### src/rtl/hack_uart.sv
// Memory-mapped 8N1 UART for two Hack I/O slots: TX slot reports busy, RX slot
// holds the last received byte with bit 15 set when empty.
module hack_uart #(
  parameter int unsigned CLKS_PER_BIT = 217
) (
  input  logic        clk,
  input  logic        rst_n,
  input  logic [15:0] in,
  input  logic        load_tx,
  input  logic        load_rx,
  input  logic        rx,
  output logic        tx,
  output logic [15:0] out_tx,
  output logic [15:0] out_rx
);

  localparam int unsigned CNT_W = $clog2(CLKS_PER_BIT);
  localparam logic [CNT_W-1:0] BIT_LAST  = CNT_W'(CLKS_PER_BIT - 1);
  localparam logic [CNT_W-1:0] HALF_LAST = CNT_W'(CLKS_PER_BIT / 2 - 1);

  typedef enum logic [1:0] {TX_IDLE, TX_START, TX_DATA, TX_STOP} tx_state_e;
  typedef enum logic [2:0] {RX_IDLE, RX_START, RX_DATA, RX_STOP, RX_BREAK} rx_state_e;

  tx_state_e        tx_state_q, tx_state_d;
  logic [CNT_W-1:0] tx_cnt_q, tx_cnt_d;
  logic [2:0]       tx_bit_q, tx_bit_d;
  logic [7:0]       tx_shift_q, tx_shift_d;

  rx_state_e        rx_state_q, rx_state_d;
  logic [CNT_W-1:0] rx_cnt_q, rx_cnt_d;
  logic [2:0]       rx_bit_q, rx_bit_d;
  logic [7:0]       rx_shift_q, rx_shift_d;
  logic [15:0]      out_rx_q, out_rx_d;
  logic             rx_s1_q, rx_s2_q;

  logic             in_unused;
  assign in_unused = ^in[15:8];

  always_ff @(posedge clk or negedge rst_n) begin
    if (!rst_n) begin
      tx_state_q <= TX_IDLE;
      tx_cnt_q   <= '0;
      tx_bit_q   <= '0;
      tx_shift_q <= '0;
      rx_state_q <= RX_IDLE;
      rx_cnt_q   <= '0;
      rx_bit_q   <= '0;
      rx_shift_q <= '0;
      out_rx_q   <= 16'h8000;
      rx_s1_q    <= 1'b1;
      rx_s2_q    <= 1'b1;
    end else begin
      tx_state_q <= tx_state_d;
      tx_cnt_q   <= tx_cnt_d;
      tx_bit_q   <= tx_bit_d;
      tx_shift_q <= tx_shift_d;
      rx_state_q <= rx_state_d;
      rx_cnt_q   <= rx_cnt_d;
      rx_bit_q   <= rx_bit_d;
      rx_shift_q <= rx_shift_d;
      out_rx_q   <= out_rx_d;
      rx_s1_q    <= rx;
      rx_s2_q    <= rx_s1_q;
    end
  end

  // Transmitter: load_tx is only honoured in IDLE, so strobes while busy vanish.
  always_comb begin
    tx_state_d = tx_state_q;
    tx_cnt_d   = tx_cnt_q;
    tx_bit_d   = tx_bit_q;
    tx_shift_d = tx_shift_q;
    if (tx_state_q != TX_IDLE) begin
      tx_cnt_d = (tx_cnt_q == BIT_LAST) ? '0 : tx_cnt_q + 1'b1;
    end
    case (tx_state_q)
      TX_IDLE: begin
        if (load_tx) begin
          tx_shift_d = in[7:0];
          tx_cnt_d   = '0;
          tx_bit_d   = '0;
          tx_state_d = TX_START;
        end
      end
      TX_START: begin
        if (tx_cnt_q == BIT_LAST) tx_state_d = TX_DATA;
      end
      TX_DATA: begin
        if (tx_cnt_q == BIT_LAST) begin
          tx_shift_d = {1'b0, tx_shift_q[7:1]};
          tx_bit_d   = tx_bit_q + 1'b1;
          if (tx_bit_q == 3'd7) tx_state_d = TX_STOP;
        end
      end
      TX_STOP: begin
        if (tx_cnt_q == BIT_LAST) tx_state_d = TX_IDLE;
      end
      default: tx_state_d = TX_IDLE;
    endcase
  end

  always_comb begin
    tx = 1'b1;
    case (tx_state_q)
      TX_START: tx = 1'b0;
      TX_DATA:  tx = tx_shift_q[0];
      default:  tx = 1'b1;
    endcase
  end

  assign out_tx = {(tx_state_q != TX_IDLE), 15'b0};

  // Receiver: an acknowledge is applied first so a completing byte on the same edge wins.
  always_comb begin
    rx_state_d = rx_state_q;
    rx_cnt_d   = rx_cnt_q;
    rx_bit_d   = rx_bit_q;
    rx_shift_d = rx_shift_q;
    out_rx_d   = out_rx_q;
    if (load_rx) out_rx_d = 16'h8000;
    case (rx_state_q)
      RX_IDLE: begin
        if (!rx_s2_q) begin
          rx_cnt_d   = '0;
          rx_state_d = RX_START;
        end
      end
      RX_START: begin
        if (rx_cnt_q == HALF_LAST) begin
          rx_cnt_d   = '0;
          rx_bit_d   = '0;
          rx_state_d = rx_s2_q ? RX_IDLE : RX_DATA;
        end else begin
          rx_cnt_d = rx_cnt_q + 1'b1;
        end
      end
      RX_DATA: begin
        if (rx_cnt_q == BIT_LAST) begin
          rx_cnt_d   = '0;
          rx_shift_d = {rx_s2_q, rx_shift_q[7:1]};
          rx_bit_d   = rx_bit_q + 1'b1;
          if (rx_bit_q == 3'd7) rx_state_d = RX_STOP;
        end else begin
          rx_cnt_d = rx_cnt_q + 1'b1;
        end
      end
      RX_STOP: begin
        if (rx_cnt_q == BIT_LAST) begin
          rx_cnt_d = '0;
          if (rx_s2_q) begin
            out_rx_d   = {8'h00, rx_shift_q};
            rx_state_d = RX_IDLE;
          end else begin
            rx_state_d = RX_BREAK;
          end
        end else begin
          rx_cnt_d = rx_cnt_q + 1'b1;
        end
      end
      RX_BREAK: begin
        if (rx_s2_q) rx_state_d = RX_IDLE;
      end
      default: rx_state_d = RX_IDLE;
    endcase
  end

  assign out_rx = out_rx_q;

endmodule

### config.mk
export PLATFORM = sky130hd
export DESIGN_NAME = hack_uart
export DESIGN_NICKNAME = d
export VERILOG_FILES = /design/src/rtl/hack_uart.sv
export SDC_FILE = /design/constraint.sdc
export NUM_CORES = 1
export LEC_CHECK = 0
export CORE_ASPECT_RATIO = 0.75
export CORE_UTILIZATION = 55
export CTS_CLUSTER_DIAMETER = 120
export DETAILED_ROUTE_END_ITERATION = 6
export PLACE_DENSITY = 0.81
export RECOVER_POWER = 25
export SYNTH_ARGS = -nofsm -noshare
export SYNTH_HDL_FRONTEND = slang
export SYNTH_SLANG_ARGS = --single-unit
### constraint.sdc
create_clock -name clk -period 5.97 [get_ports clk]
set_input_delay 0.8955 -clock clk [delete_from_list [all_inputs] [get_ports clk]]
set_output_delay 0.8955 -clock clk [all_outputs]
set_load 0.005 [all_outputs]
Word level (Yosys, flattened, before mapping)
Cells that the tools add are included.

storage, ports and cells
  output and inout bits = 33
  bits in registers = 61
  logic and storage cells = 88
  input bits = 21

operators by class
  $add $sub $neg = 4
  equality and inequality tests = 23
  mux-type cells = 37
  reduce and logical (&&, ||, !) cells = 13

operator list
  operator             count
  $mux 8               9
  $mux 16              4
  $mux 3               11
  $pmux 8 s3           1
  $ne 2x2->1 const B   11
  $add 8x1->8 const B  2
  $eq 8x8->1 const B   2
  $pmux 8 s2           1
  $pmux 3 s5           1
  $mux 2               6
  $pmux 3 s2           2
  $eq 3x3->1 const B   3
  $eq 8x7->1 const B   1
  $pmux 2 s4           1
  $add 3x1->3 const B  2
  $eq 3x2->1 const B   2
  $reduce_and 3->1     2
  $reduce_and 6->1     1
  $reduce_bool 2->1    3
  $reduce_and 5->1     1
  $eq 2x2->1 const B   2
  $reduce_and 2->1     2
  $eq 3x1->1 const B   1
  $logic_not 3->1      1
  other kinds (5)      5

Logic depth before layout (Yosys ltp)
Gate-level depths: netlist of run 1.

  depth in word-level cells = 5
  gate-level depth with buffers = 7
  depth with buffers taken out = 6

Worst setup path before layout of run 1
Ideal clock, no wire load.

  path kind = flip-flop to output port
  from = register tx_state_q[0]
  to = output tx
  buffers on the path = 2
  cell stages (with the launch flop) = 6
  data arrival time = 1468 ps
  slack = 3607 ps
  path through = dfrtp_1 > inv_1 > ha_1 > clkbuf_1 > buf_1 > mux2i_1

between the ends
  word-level cells in the longest chain between the ends = 2
  elaborated cells on any way between the ends = 3
  classes of those cells = 2 x eq/ne; 1 x mux

RTL lines
  what                                      RTL line  text
  start, declared                           24        tx_state_e tx_state_q, tx_state_d;
  start signal, assigned                    53        tx_state_q <= tx_state_d;
  $eq 2x2->1 or $eq 2x1->1 (tied branches)  104       case (tx_state_q)
  $pmux 1 s2 (*)                            104
  end, declared                             12        output logic tx,

Mark *: on every way between the ends. The rest lies on a longest branch, timed or not.

==> metrics.txt, run 1 <==
status complete, but fails checks; failing checks capacitance limit, slew limit; maximum clock path buffer count 2; Synth Instances 309; EDFF count, synth 0; Yosys Warn Count 0; overall track demand over capacity in global routing 20.66%; vias in the first global route roughly 2,100; diode insertion count for antenna repair 0; post-CTS clock slew at the launch and capture registers of the worst setup and hold paths about 0.06 ns; number of buffers inserted during clock tree synthesis 9; gpl congestion 0.8120; type of the setup path with the least slack in -> async; period utilization around 57%; number of routed nets with antenna violations 0; Initial Util roughly 59%; I/O pin cnt 54; setup repair after global routing missed its margin false; number of antenna violations at the first check in global routing 0; deepest level of the CTS H-tree 3; Tightest Pin Transition approximately 3.1 ns; chain of cells forming the critical path buf_2 -> clkbuf_1; largest fanout on the critical path 61; critical hold path startpoint rx_s1_q; cell with the most instances after synthesis sky130_fd_sc_hd__dfrtp_1; critical register-to-register path startpoint tx_state_q[0]; synthesized area per cell 10.39 um^2; total placed cells including tap cells 402; area of the mapped netlist around 3200 um^2; distinct cell type count of the synthesized netlist 54; ratio of cells with drive above 1 in the final layout 14.58%; final routed wire length divided by cell count about 14 um; final std cells w/o fill 418; worst endpoint data arrival time 3.18 ns; worst hold path depth 0; total half-perimeter wirelength after legalization and detailed placement ~4.0 mm; static power due to leakage 1.638 nW; top cell family by delay on the critical path buffers and inverters; clock insertion delay at the later pin of the skew report 0.33 ns; number of DRC markers after the initial detailed-route iteration roughly 130; longest individual stage delay on the worst path 2.18 ns; number of flip-flops and latches in the synthesized netlist 61; share of async-settable or async-resettable flops after synthesis between 90% and 100%; hold crit path type reg -> reg; library cell occupying the most area in the post-synthesis netlist sky130_fd_sc_hd__dfrtp_1; startpoint type of the worst setup path input pin; total via count after detailed routing 2,258; full die area approximately 6100 um^2; Port Buffer Count 30; slack of the worst reg-to-reg path 3.60 ns; library cell used as clock root buffer sky130_fd_sc_hd__clkbuf_8; setup TNS 0 ns; Endpoint, Worst Hold rx_s2_q; predominant post-synthesis flop cell sky130_fd_sc_hd__dfrtp_1; postcts setup bufs 0; Layout area overhead 15.48%; clock tree from TritonCTS done; power per cell area 330.4 nW/um^2; required time at the worst-slack endpoint about 5.7 ns; wire length of the first global-routing pass just under 10 mm; worst reg2reg path endpoint tx_shift_q[1]; height of the chip 68.16 um; Remaining DRCs 0; most frequent cells after synthesis sky130_fd_sc_hd__dfrtp_1 (58), sky130_fd_sc_hd__nand2_1 (33), sky130_fd_sc_hd__o21ai_0 (21); highest clock frequency the design can meet between 200 and 300 MHz; floorplan die width around 90 um; fillers 420; post-detailed-routing wire length roughly 5.7 mm; Peak VDD IR 147.4 uV; Fin Clk Skew 0.008382 ns; area share of the largest cell type after synthesis 45.22%; number of sinks handled by clock tree synthesis 61; final hold violations 0; area of the core 5468 um^2; post-cts repair resize count 0; DRT Pass-1 Iters 4; Critical Path Sink Type asynchronous set/reset pin; final global-route overflow total 0; Rel. slew slack -106.4%; sequential area share after synthesis 47.68%; hold buffer count at cts 0; Crit path buffers/inverters 2; cells taking the most area after synthesis sky130_fd_sc_hd__dfrtp_1 (45%), sky130_fd_sc_hd__mux2_2 (5.3%), sky130_fd_sc_hd__ha_1 (4.7%); master of the slowest instance on the critical path sky130_fd_sc_hd__clkbuf_1; fin nets 371; Final setup viols 0; largest net degree at the start of global routing 62; fin. max-slew vios 62; Power Total 0.001224 W; number of cells on the worst reg-to-reg path 5; clock period minus worst slack 3.428 ns; via density per instance about 5.4; floorplan row count 23; max-cap viol count 1
## metrics by stage
stage	worst slack (ns)	hold WS (ns)	instance area, um^2	utilization, %
floorplan	3.607	0.3452	3262	-
global placement	3.144	0.3465	3485	63.73
detailed placement	3.106	0.3485	3485	63.73
CTS	2.720	0.3595	3710	67.85
global route	1.765	0.3645	3706	67.78
finish	2.542	0.3579	3706	67.78
## sequential cells by signal, summed over array words and instances (netlist names), 3 cells and up
signal      count
rx_shift_q      8
rx_state_q      3
rx_cnt_q        8
tx_bit_q        3
out_rx         16
tx_shift_q      8
rx_bit_q        3
tx_cnt_q        8
## routing by layer
metal | wire length, um | track usage [%]
met3 | 247 | 5.778
met1 | 2811 | 27.36
met2 | 2588 | 32.92
met4 | 74 | 7.863
met5 | 0 | 0
## cell usage in the layout, fill, tap and decap left out, drive strengths merged, types with 2 or more instances in the layout
cell type      count
buf                2
conb              15
dfrtp             58
or2                2
clkdlybuf4s50     28
and3               3
nor4               3
nand4bb            2
xnor2              3
dfstp              3
clkinv             2
o22ai              4
mux2i              5
bufinv             2
clkbuf            13
mux2              21
and2               9
inv               15
ha                12
o211ai             6
nand2b            13
a22o               3
nor2b              5
a32oi              2
o21ai             21
nand2             33
nor3               5
nand3              7
a21oi              9
nor2              17
## where the power goes
part	internal (W)	total (W)	switching (W)	leakage, nW
registers	0.000466	0.000507	0.0000406	0.801
logic	0.000156	0.000311	0.000155	0.721
clock network	0.000257	0.000406	0.000150	0.116
## logic make-up (layout without fill, tap and decap cells)
family          after synthesis  count (layout)  synth area share, %
compound gates               57              57                11.74
simple gates                106             106                17.93
xor+xnor                      3               3               0.8189
mux                          26              26                9.630
buf+inv                      43              63                7.407
flops                        61              61                47.68
other cells                   1              15               0.1168
fa+ha+maj                    12              12                4.678
## worst max path at each step
| stage | from | end | cells after the start |
|---|---|---|---|
| 2_1_floorplan | tx_state_q[0] | tx | 5 |
| 6_report | rst_n | tx_cnt_q[0] | 2 |
| 5_1_grt | rst_n | rx_shift_q[6] | 2 |
| 4_1_cts | tx_state_q[0] | tx | 4 |
| 3_3_place_gp | tx_state_q[0] | tx | 4 |
| 3_5_place_dp | tx_state_q[0] | tx | 4 |
## layout make-up
type,instances,area (um^2),share of cell area [%]
Sequential cell,61,1530,41.29
Multi-Input combinational cell,219,1494,40.31
Timing Repair Buffer,32,306.5,8.271
Clock buffer,12,155.1,4.186
Tap cell,75,93.84,2.532
Clock inverter,4,70.07,1.891
Inverter,15,56.30,1.519
(Power assumes the default switching activity.)
==> run 2: changes to the inputs <==
--- a/config.mk
+++ b/config.mk
@@ -6,10 +6,10 @@
 export NUM_CORES = 1
 export LEC_CHECK = 0
 export CORE_ASPECT_RATIO = 0.75
-export CORE_UTILIZATION = 55
+export CORE_UTILIZATION = 48
 export CTS_CLUSTER_DIAMETER = 120
 export DETAILED_ROUTE_END_ITERATION = 6
-export PLACE_DENSITY = 0.81
+export PLACE_DENSITY = 0.75
 export RECOVER_POWER = 25
 export SYNTH_ARGS = -nofsm -noshare
 export SYNTH_HDL_FRONTEND = slang
==> constraint.sdc (replaced) <==
create_clock -name clk -period 2.91 [get_ports clk]
set_input_delay 0.4365 -clock clk [delete_from_list [all_inputs] [get_ports clk]]
set_output_delay 0.4365 -clock clk [all_outputs]
set_load 0.005 [all_outputs]
==> metrics.txt, run 2 (synthesis results as in run 1) <==
total via count after detailed routing 2,263 (+0.22%); crit path launch tx_state_q[0]; fin. max-slew vios 0 (-100%); status finished, final reports clean; fin nets 374 (+0.81%); type of the setup path with the least slack reg -> out; deepest level of the CTS H-tree 3 (unchanged); max-cap viol count 0 (-1); clock period minus worst slack roughly 2.5 ns; Remaining DRCs 0 (unchanged); number of buffers inserted during clock tree synthesis 9 (unchanged); Layout area overhead 15.67%; Rel. slew slack 32.41% (+140 points); startpoint type of the worst setup path register; Tightest Pin Transition 1.014 ns (-2.082 ns); via density per instance 5.300 (-1.9%); full die area 7021 um^2 (+14%); period utilization 85.10%; most frequent cells in the layout sky130_fd_sc_hd__dfrtp_1 (58), sky130_fd_sc_hd__nand2_1 (33), sky130_fd_sc_hd__clkdlybuf4s50_1 (28); clock insertion delay at the later pin of the skew report 0.34 ns (about the same); post-CTS clock slew at the launch and capture registers of the worst setup and hold paths 0.07 ns (about the same); floorplan row count 25 (+8.7%); number of routed nets with antenna violations 0 (unchanged); gpl congestion 0.8094 (-0.32%); critical register-to-register path startpoint tx_state_q[0]; required time at the worst-slack endpoint 2.47 ns (-3.25 ns); final hold violations 0 (unchanged); overall track demand over capacity in global routing 18.73% (-1.9 points); clock tree from TritonCTS done; static power due to leakage 1.635 nW (-0.20%); final global-route overflow total 0 (unchanged); ratio of cells with drive above 1 in the final layout 14.74% (+0.16 points); Port Buffer Count 30 (unchanged); highest clock frequency the design can meet 403.8 MHz; area of the core 6381 um^2 (+17%); flip-flop count of the largest register, all copies and words added 16 (unchanged); post-cts repair resize count 0 (unchanged); Critical Path Sink Type output pin; critical hold path startpoint rx_s1_q; number of sinks handled by clock tree synthesis 61 (unchanged); setup repair after global routing missed its margin false; floorplan die width 96.42 um (+6.9%); Final setup viols 0 (unchanged); I/O pin cnt 54 (unchanged); number of DRC markers after the initial detailed-route iteration 85 (-33%); postcts setup bufs 0 (unchanged); maximum clock path buffer count 2 (unchanged); DRT Pass-1 Iters 4 (unchanged); library cell used as clock root buffer sky130_fd_sc_hd__clkbuf_8; wire length of the first global-routing pass 9.770 mm (-0.35%); diode insertion count for antenna repair 0 (unchanged); setup TNS 0 ns (unchanged); Hold WS 0.3547 ns (-0.003138 ns); Fin Clk Skew 0.009729 ns (+0.001348 ns); hold crit path type reg -> reg; largest net degree at the start of global routing 30 (-52%); vias in the first global route 2,056 (-3.1%); Initial Util 50.29% (-8.4 points); final routed wire length divided by cell count 13.86 um (+1.3%); worst endpoint data arrival time 2.04 ns (-1.14 ns); number of antenna violations at the first check in global routing 0 (unchanged); power per cell area 658.3 nW/um^2 (+99%); slack of the worst reg-to-reg path 0.71 ns (-2.89 ns); most common cell after layout, fill and taps aside sky130_fd_sc_hd__dfrtp_1; Peak VDD IR 420.2 uV (+190%); total half-perimeter wirelength after legalization and detailed placement 4.158 mm (+4.7%); post-detailed-routing wire length 5.919 mm (+3.5%); largest fanout on the critical path 10 (-84%); height of the chip 72.82 um (+6.8%); fillers 549 (+31%)
## run 2: cell types whose count changed in the layout (fill, tap and decap cells not counted), sizes merged
cell,delta
clkbuf,+2
bufinv,-1
clkinvlp,+1
dlygate4sd3,+1
## run 2: per-stage QoR
step	utilization, %	instance area [um^2]	setup WS (ns)	cells	total power [W]
2_1_floorplan	-	3262	0.9538	323	0.001520
3_3_place_gp	54.96	3507	0.6118	410	0.001667
3_5_place_dp	54.96	3507	0.5961	410	0.001690
4_1_cts	58.29	3720	0.4120	427	0.002467
5_1_grt	58.18	3712	0.3182	427	0.002578
6_report	58.18	3712	0.4337	427	0.002444
## run 2: final timing paths
kind                                to  depth (start not counted)
max                                 tx                          4
min                            rx_s2_q                          0
max reg2reg                tx_bit_q[1]                          6
min reg2reg                    rx_s2_q                          0
max in group asynchronous   out_rx[13]                          3
min in group asynchronous    out_rx[5]                          2
## run 2: layout make-up
class,instances,area [um^2],area share (%)
Clock buffer,12,155.1,4.179
Inverter,15,56.30,1.517
Tap cell,81,101.3,2.730
Clock inverter,4,47.55,1.281
Sequential cell,61,1530,41.22
Multi-Input combinational cell,219,1494,40.24
Timing Repair Buffer,35,327.8,8.830
## run 2: what timing repair did
| item | 4_1_cts | 5_1_grt |
|---|---|---|
| hold buffers | 1 | 0 |
| setup endpoints to repair | 0 | 0 |
| endpoints found under the hold margin | 11 | 0 |
## run 2: power by group
group          internal, W  switching [W]  leakage, nW
Clock             0.000439       0.000322        0.102
Sequential        0.000956      0.0000797        0.801
Combinational     0.000330       0.000317        0.731
## run 2: worst max-delay path, cell delays in order (launching register included)
cell	delay [ns]
sky130_fd_sc_hd__dfrtp_1	0.42
sky130_fd_sc_hd__inv_1	0.10
sky130_fd_sc_hd__ha_1	0.45
sky130_fd_sc_hd__mux2i_1	0.23
sky130_fd_sc_hd__clkdlybuf4s50_1	0.51
## run 2: per-layer routing
metal / global-route usage (%) / up-vias / routed length, um
li1: - / 1112 / -
met1: 25.64 / 1076 / 2956
met2: 27.66 / 67 / 2603
met3: 6.042 / 8 / 285
met4: 7.353 / 0 / 74
met5: 0 / - / 0
==> run 3: changes to the inputs <==
--- a/config.mk
+++ b/config.mk
@@ -6,11 +6,13 @@
 export NUM_CORES = 1
 export LEC_CHECK = 0
 export CORE_ASPECT_RATIO = 0.75
-export CORE_UTILIZATION = 48
+export CORE_UTILIZATION = 55
 export CTS_CLUSTER_DIAMETER = 120
 export DETAILED_ROUTE_END_ITERATION = 6
-export PLACE_DENSITY = 0.75
+export DONT_BUFFER_PORTS = 1
+export PLACE_DENSITY = 0.72
 export RECOVER_POWER = 25
+export SETUP_SLACK_MARGIN = 0.4
 export SYNTH_ARGS = -nofsm -noshare
 export SYNTH_HDL_FRONTEND = slang
 export SYNTH_SLANG_ARGS = --single-unit
==> metrics.txt, run 3 (synthesis results as in run 1) <==
number of DRC markers after the initial detailed-route iteration 112 (+32%); fin. max-slew vios 0 (unchanged); Remaining DRCs 0 (unchanged); top cell family by delay on the critical path compound AO/OA/AOI/OAI gates; type of the setup path with the least slack reg -> reg; Port Buffer Count 0 (-100%); Layout area overhead 6.355%; power per cell area 697.2 nW/um^2 (+5.9%); library cell used as clock root buffer sky130_fd_sc_hd__clkbuf_8; total via count after detailed routing 2,153 (-4.9%); startpoint type of the worst setup path register; deepest level of the CTS H-tree 3 (unchanged); floorplan die width 90.21 um (-6.4%); max-cap viol count 0 (unchanged); floorplan row count 23 (-8.0%); flip-flop count of the largest register, all copies and words added 16 (unchanged); final hold violations 0 (unchanged); Rel. slew slack 2.527% (-30 points); critical hold path startpoint rx; wire length of the first global-routing pass 9.660 mm (-1.1%); number of routed nets with antenna violations 0 (unchanged); maximum clock path buffer count 2 (unchanged); Final setup viols 0 (unchanged); clock insertion delay at the later pin of the skew report 0.34 ns (about the same); chain of cells forming the critical path inv_1 -> ha_1 -> o21ai_0 -> a21oi_2 -> mux2_2; via density per instance 5.506 (+3.9%); diode insertion count for antenna repair 0 (unchanged); number of buffers inserted during clock tree synthesis 9 (unchanged); Tightest Pin Transition 1.462 ns (+0.4483 ns); post-cts repair resize count 0 (unchanged); hold crit path type in -> reg; largest fanout on the critical path 14 (+4); full die area 6148 um^2 (-12%); worst endpoint data arrival time 2.38 ns (+0.34 ns); crit path launch tx_state_q[0]; final routed wire length divided by cell count 14.34 um (+3.4%); fin nets 344 (-8.0%); post-CTS clock slew at the launch and capture registers of the worst setup and hold paths 0.07 ns (about the same); final global-route overflow total 0 (unchanged); static power due to leakage 1.528 nW (-6.5%); post-detailed-routing wire length 5.605 mm (-5.3%); total half-perimeter wirelength after legalization and detailed placement 3.728 mm (-10%); status finished, final reports clean; most frequent cells in the layout sky130_fd_sc_hd__dfrtp_1 (58), sky130_fd_sc_hd__nand2_1 (33), sky130_fd_sc_hd__o21ai_0 (21); required time at the worst-slack endpoint 3.14 ns (+0.67 ns); setup repair after global routing missed its margin false; longest individual stage delay on the worst path 0.45 ns (-0.06 ns); Peak VDD IR 442.7 uV (+5.4%); Fin Clk Skew 0.01055 ns (+0.0008197 ns); vias in the first global route 2,076 (+0.97%); overall track demand over capacity in global routing 20.72% (+2.0 points); height of the chip 68.16 um (-6.4%); number of antenna violations at the first check in global routing 0 (unchanged); ratio of cells with drive above 1 in the final layout 16.46% (+1.7 points); Initial Util 58.70% (+8.4 points); largest net degree at the start of global routing 62 (+110%); gpl congestion 0.8227 (+1.6%); Hold WS 0.09527 ns (-0.2595 ns); critical register-to-register path startpoint tx_state_q[0]; clock period minus worst slack 2.151 ns (-0.3253 ns); Critical Path Sink Type register; period utilization 73.92% (-11 points); setup TNS 0 ns (unchanged); area of the core 5468 um^2 (-14%); master of the slowest instance on the critical path sky130_fd_sc_hd__ha_1; number of sinks handled by clock tree synthesis 61 (unchanged); most common cell after layout, fill and taps aside sky130_fd_sc_hd__dfrtp_1; clock tree from TritonCTS done; DRT Pass-1 Iters 4 (unchanged); highest clock frequency the design can meet 464.9 MHz (+15%); I/O pin cnt 54 (unchanged); Crit path buffers/inverters 1 (-1)
-- run 3: cell count changes in the layout (fill, tap and decap cells not counted), sizes merged --
cell	before	now
clkdlybuf4s50	28	0
clkbuf	15	12
buf	2	3
clkinv	2	3
dlygate4sd3	2	1
-- run 3: layout make-up --
type	instances	area (um^2)
Sequential cell	61	1530
Tap cell	75	93.84
Multi-Input combinational cell	219	1494
Clock inverter	5	60.06
Inverter	15	56.30
Fill cell	435	2054
Clock buffer	11	141.4
Timing Repair Buffer	5	37.54
-- run 3: where the power goes --
group	internal (W)	total (W)	switching, W
Clock	0.000420	0.000754	0.000334
Sequential	0.000956	0.00104	0.0000813
Combinational	0.000291	0.000589	0.000298
Total	0.00167	0.00238	0.000713
-- run 3: metrics by stage --
stage / setup slack (ns) / utilization, % / std cells / power (W) / area [um^2]
3_3_place_gp: 0.8179 / 58.47 / 373 / 0.001599 / 3197
2_1_floorplan: 0.9538 / - / 323 / 0.001520 / 3262
5_1_grt: 0.5854 / 62.43 / 391 / 0.002538 / 3413
4_1_cts: 0.7485 / 62.84 / 391 / 0.002411 / 3436
3_5_place_dp: 0.7623 / 58.47 / 373 / 0.001624 / 3197
6_report: 0.7590 / 62.43 / 391 / 0.002380 / 3413
-- run 3: worst paths after layout --
check	to	slack (ns)	cells past startpoint
setup reg to reg	tx_shift_q[6]	0.76	5
setup / recovery	tx_shift_q[6]	0.76	5
hold reg to reg	rx_s2_q	0.36	0
hold / removal	rx_s1_q	0.1	0
max in group asynchronous	tx_cnt_q[0]	1.02	2
min in group asynchronous	tx_cnt_q[7]	1.01	2
-- run 3: repair_timing --
item | in CTS | in global routing
buffers inserted | 0 | 0
setup endpoints to repair | 0 | 0
endpoints found under the hold margin | 61 | 0
hold buffers | 2 | 0
-- run 3: per-layer routing --
metal | vias to the layer above | global-route usage, % | part of all wire (%)
met5 | - | 0 | 0
li1 | 1051 | - | -
met1 | 1029 | 27.23 | 50
met4 | 0 | 8.871 | 1.6
met3 | 11 | 8.111 | 6.0
met2 | 62 | 30.82 | 42
==> edit (config.mk and constraints of run 3) <==
Re-encode `tx_state_e` (4 states) as one-hot, 4 bits wide.
--- a/src/rtl/hack_uart.sv
+++ b/src/rtl/hack_uart.sv
@@ -19,5 +19,5 @@
   localparam logic [CNT_W-1:0] HALF_LAST = CNT_W'(CLKS_PER_BIT / 2 - 1);
 
-  typedef enum logic [1:0] {TX_IDLE, TX_START, TX_DATA, TX_STOP} tx_state_e;
+  typedef enum logic [3:0] {TX_IDLE = 4'b0001, TX_START = 4'b0010, TX_DATA = 4'b0100, TX_STOP = 4'b1000} tx_state_e;
   typedef enum logic [2:0] {RX_IDLE, RX_START, RX_DATA, RX_STOP, RX_BREAK} rx_state_e;
 
Behaviour: same outputs for any inputs over 10 cycles, from zero or initial values and one cycle with rst_n low; not proved beyond that.
==> edit against run 3 <==
Die area rose by 0.27%; sequential cell count increased by 2; fmax rose by 6.8%; power shrank 13%; routed wire length shrank 4.0%; area after synthesis rose by 0.27%; first-iteration DRC count rose by 24%; worst setup slack better by 0.14 ns; the run now ends with capacitance limit, slew limit left; combinational power fell by 37%; design area fell by 0.37%.
==> edit: results (changes against run 3) <==
| Metric | Value |
|---|---|
| Routed via count | 2116 (-1.7%) |
| Commonest cells in the netlist | dfrtp_1, nand2_1, mux2_2, o21ai_0 |
| Synth Instances | 304 (-1.6%) |
| Dpl ws | 0.953 ns (+0.190 ns) |
| NumNets Final | 338 (-1.7%) |
| Fillers | 465 (+6.9%) |
| Worst slew pin tran | 1.51 ns (+0.0525 ns) |
| Worst-path maximum fanout | 8 (-6) |
| Ranking of synthesized cells by area | dfrtp_1, mux2_2, nand2_1, buf_4, dfstp_2 |
| Max_cap viols | 1 (+1) |
| WL per Instance | 13.8 um (-3.6%) |
| Post-synthesis cell type count | 56 (+3.7%) |
| Routability-driven placement congestion ratio | 0.811 (-1.5%) |
| Failing checks | capacitance limit, slew limit |
| WP data arrival | 1.58 ns (-0.80 ns) |
| Multi-input gate area | 1470 um^2 (-1.8%) |
| Finished Layout Cells | 389 (-0.51%) |
| Dpl cells | 371 (-0.54%) |
| Detailed Place HPWL | 3.65 mm (-2.2%) |
| Area after DPL | 3220 um^2 (+0.74%) |
| Final max-slew violation count | 64 (+64) |
| Fraction of layout cells with a size suffix above 1 | 18.2% (+1.7 points) |
| DR iter-0 viols | 139 (+24%) |
| Status | complete, but fails checks |
| Seq/Total Area, Yosys | 49.1% (+1.5 points) |
| Max IR drop VDD | 0.000365 V (-18%) |
| Vias in the first global route | 1966 (-5.3%) |
| GRT Util Overall | 19.5% (-1.2 points) |
| CP peak stage delay | 0.62 ns (+0.17 ns) |
## edit: layout make-up
class                   count  share of cell area (%)
clock buffers              10                    3.75
inverters                  15                    1.66
clock inverters             6                    1.10
flip-flops and latches     63                    46.5
repair buffers              5                    1.10
multi-input cells         215                    43.1
well taps                  75                    2.76
## edit: worst paths after layout
check,from,slack [ns],end,cells after the start
max in group asynchronous,rst_n,0.99,tx_shift_q[3],2
worst min-delay path,rx,0.09,rx_s1_q,0
worst max-delay path,tx_state_q[0],0.90,out_tx[15],1
worst min register to register,rx_s1_q,0.35,rx_s2_q,0
worst max register to register,tx_cnt_q[0],0.96,tx_shift_q[3],7
min in group asynchronous,rst_n,1.03,out_rx[10],2
## edit: power breakdown
| group | internal (mW) | leakage, nW | total [mW] | switching [mW] |
|---|---|---|---|---|
| sequential | 0.979 | 0.828 | 1.07 | 0.0883 |
| clock | 0.303 | 0.0781 | 0.642 | 0.339 |
| combinational | 0.185 | 0.653 | 0.370 | 0.185 |
| total | 1.47 | 1.56 | 2.08 | 0.612 |
## edit: repair_timing
action,4_1_cts,5_1_grt
hold endpoints to repair,63,0
resized for setup,0,0
hold buffers,2,0
## edit: routing by layer
metal,track usage [%],vias to the layer above,wire (um)
li1,-,1039,-
met1,24.9,1025,2600
met2,29.7,47,2440
met3,8.22,5,306
met4,7.66,0,31
met5,0,-,0
## edit: logic make-up (layout without fill, tap and decap cells)
| logic type | after synthesis | in the layout | synth area share, % |
|---|---|---|---|
| AOI/OAI and AO/OA | 52 | 52 | 10.6 |
| muxes | 31 | 31 | 11.3 |
| buffers and inverters | 40 | 36 | 6.92 |
| other | 1 | 15 | 0.117 |
| and+or+nand+nor | 106 | 106 | 18.0 |
| DFF | 63 | 63 | 49.1 |
| xor gates and xnor gates | 3 | 3 | 0.817 |
| adders and majority gates | 8 | 8 | 3.11 |
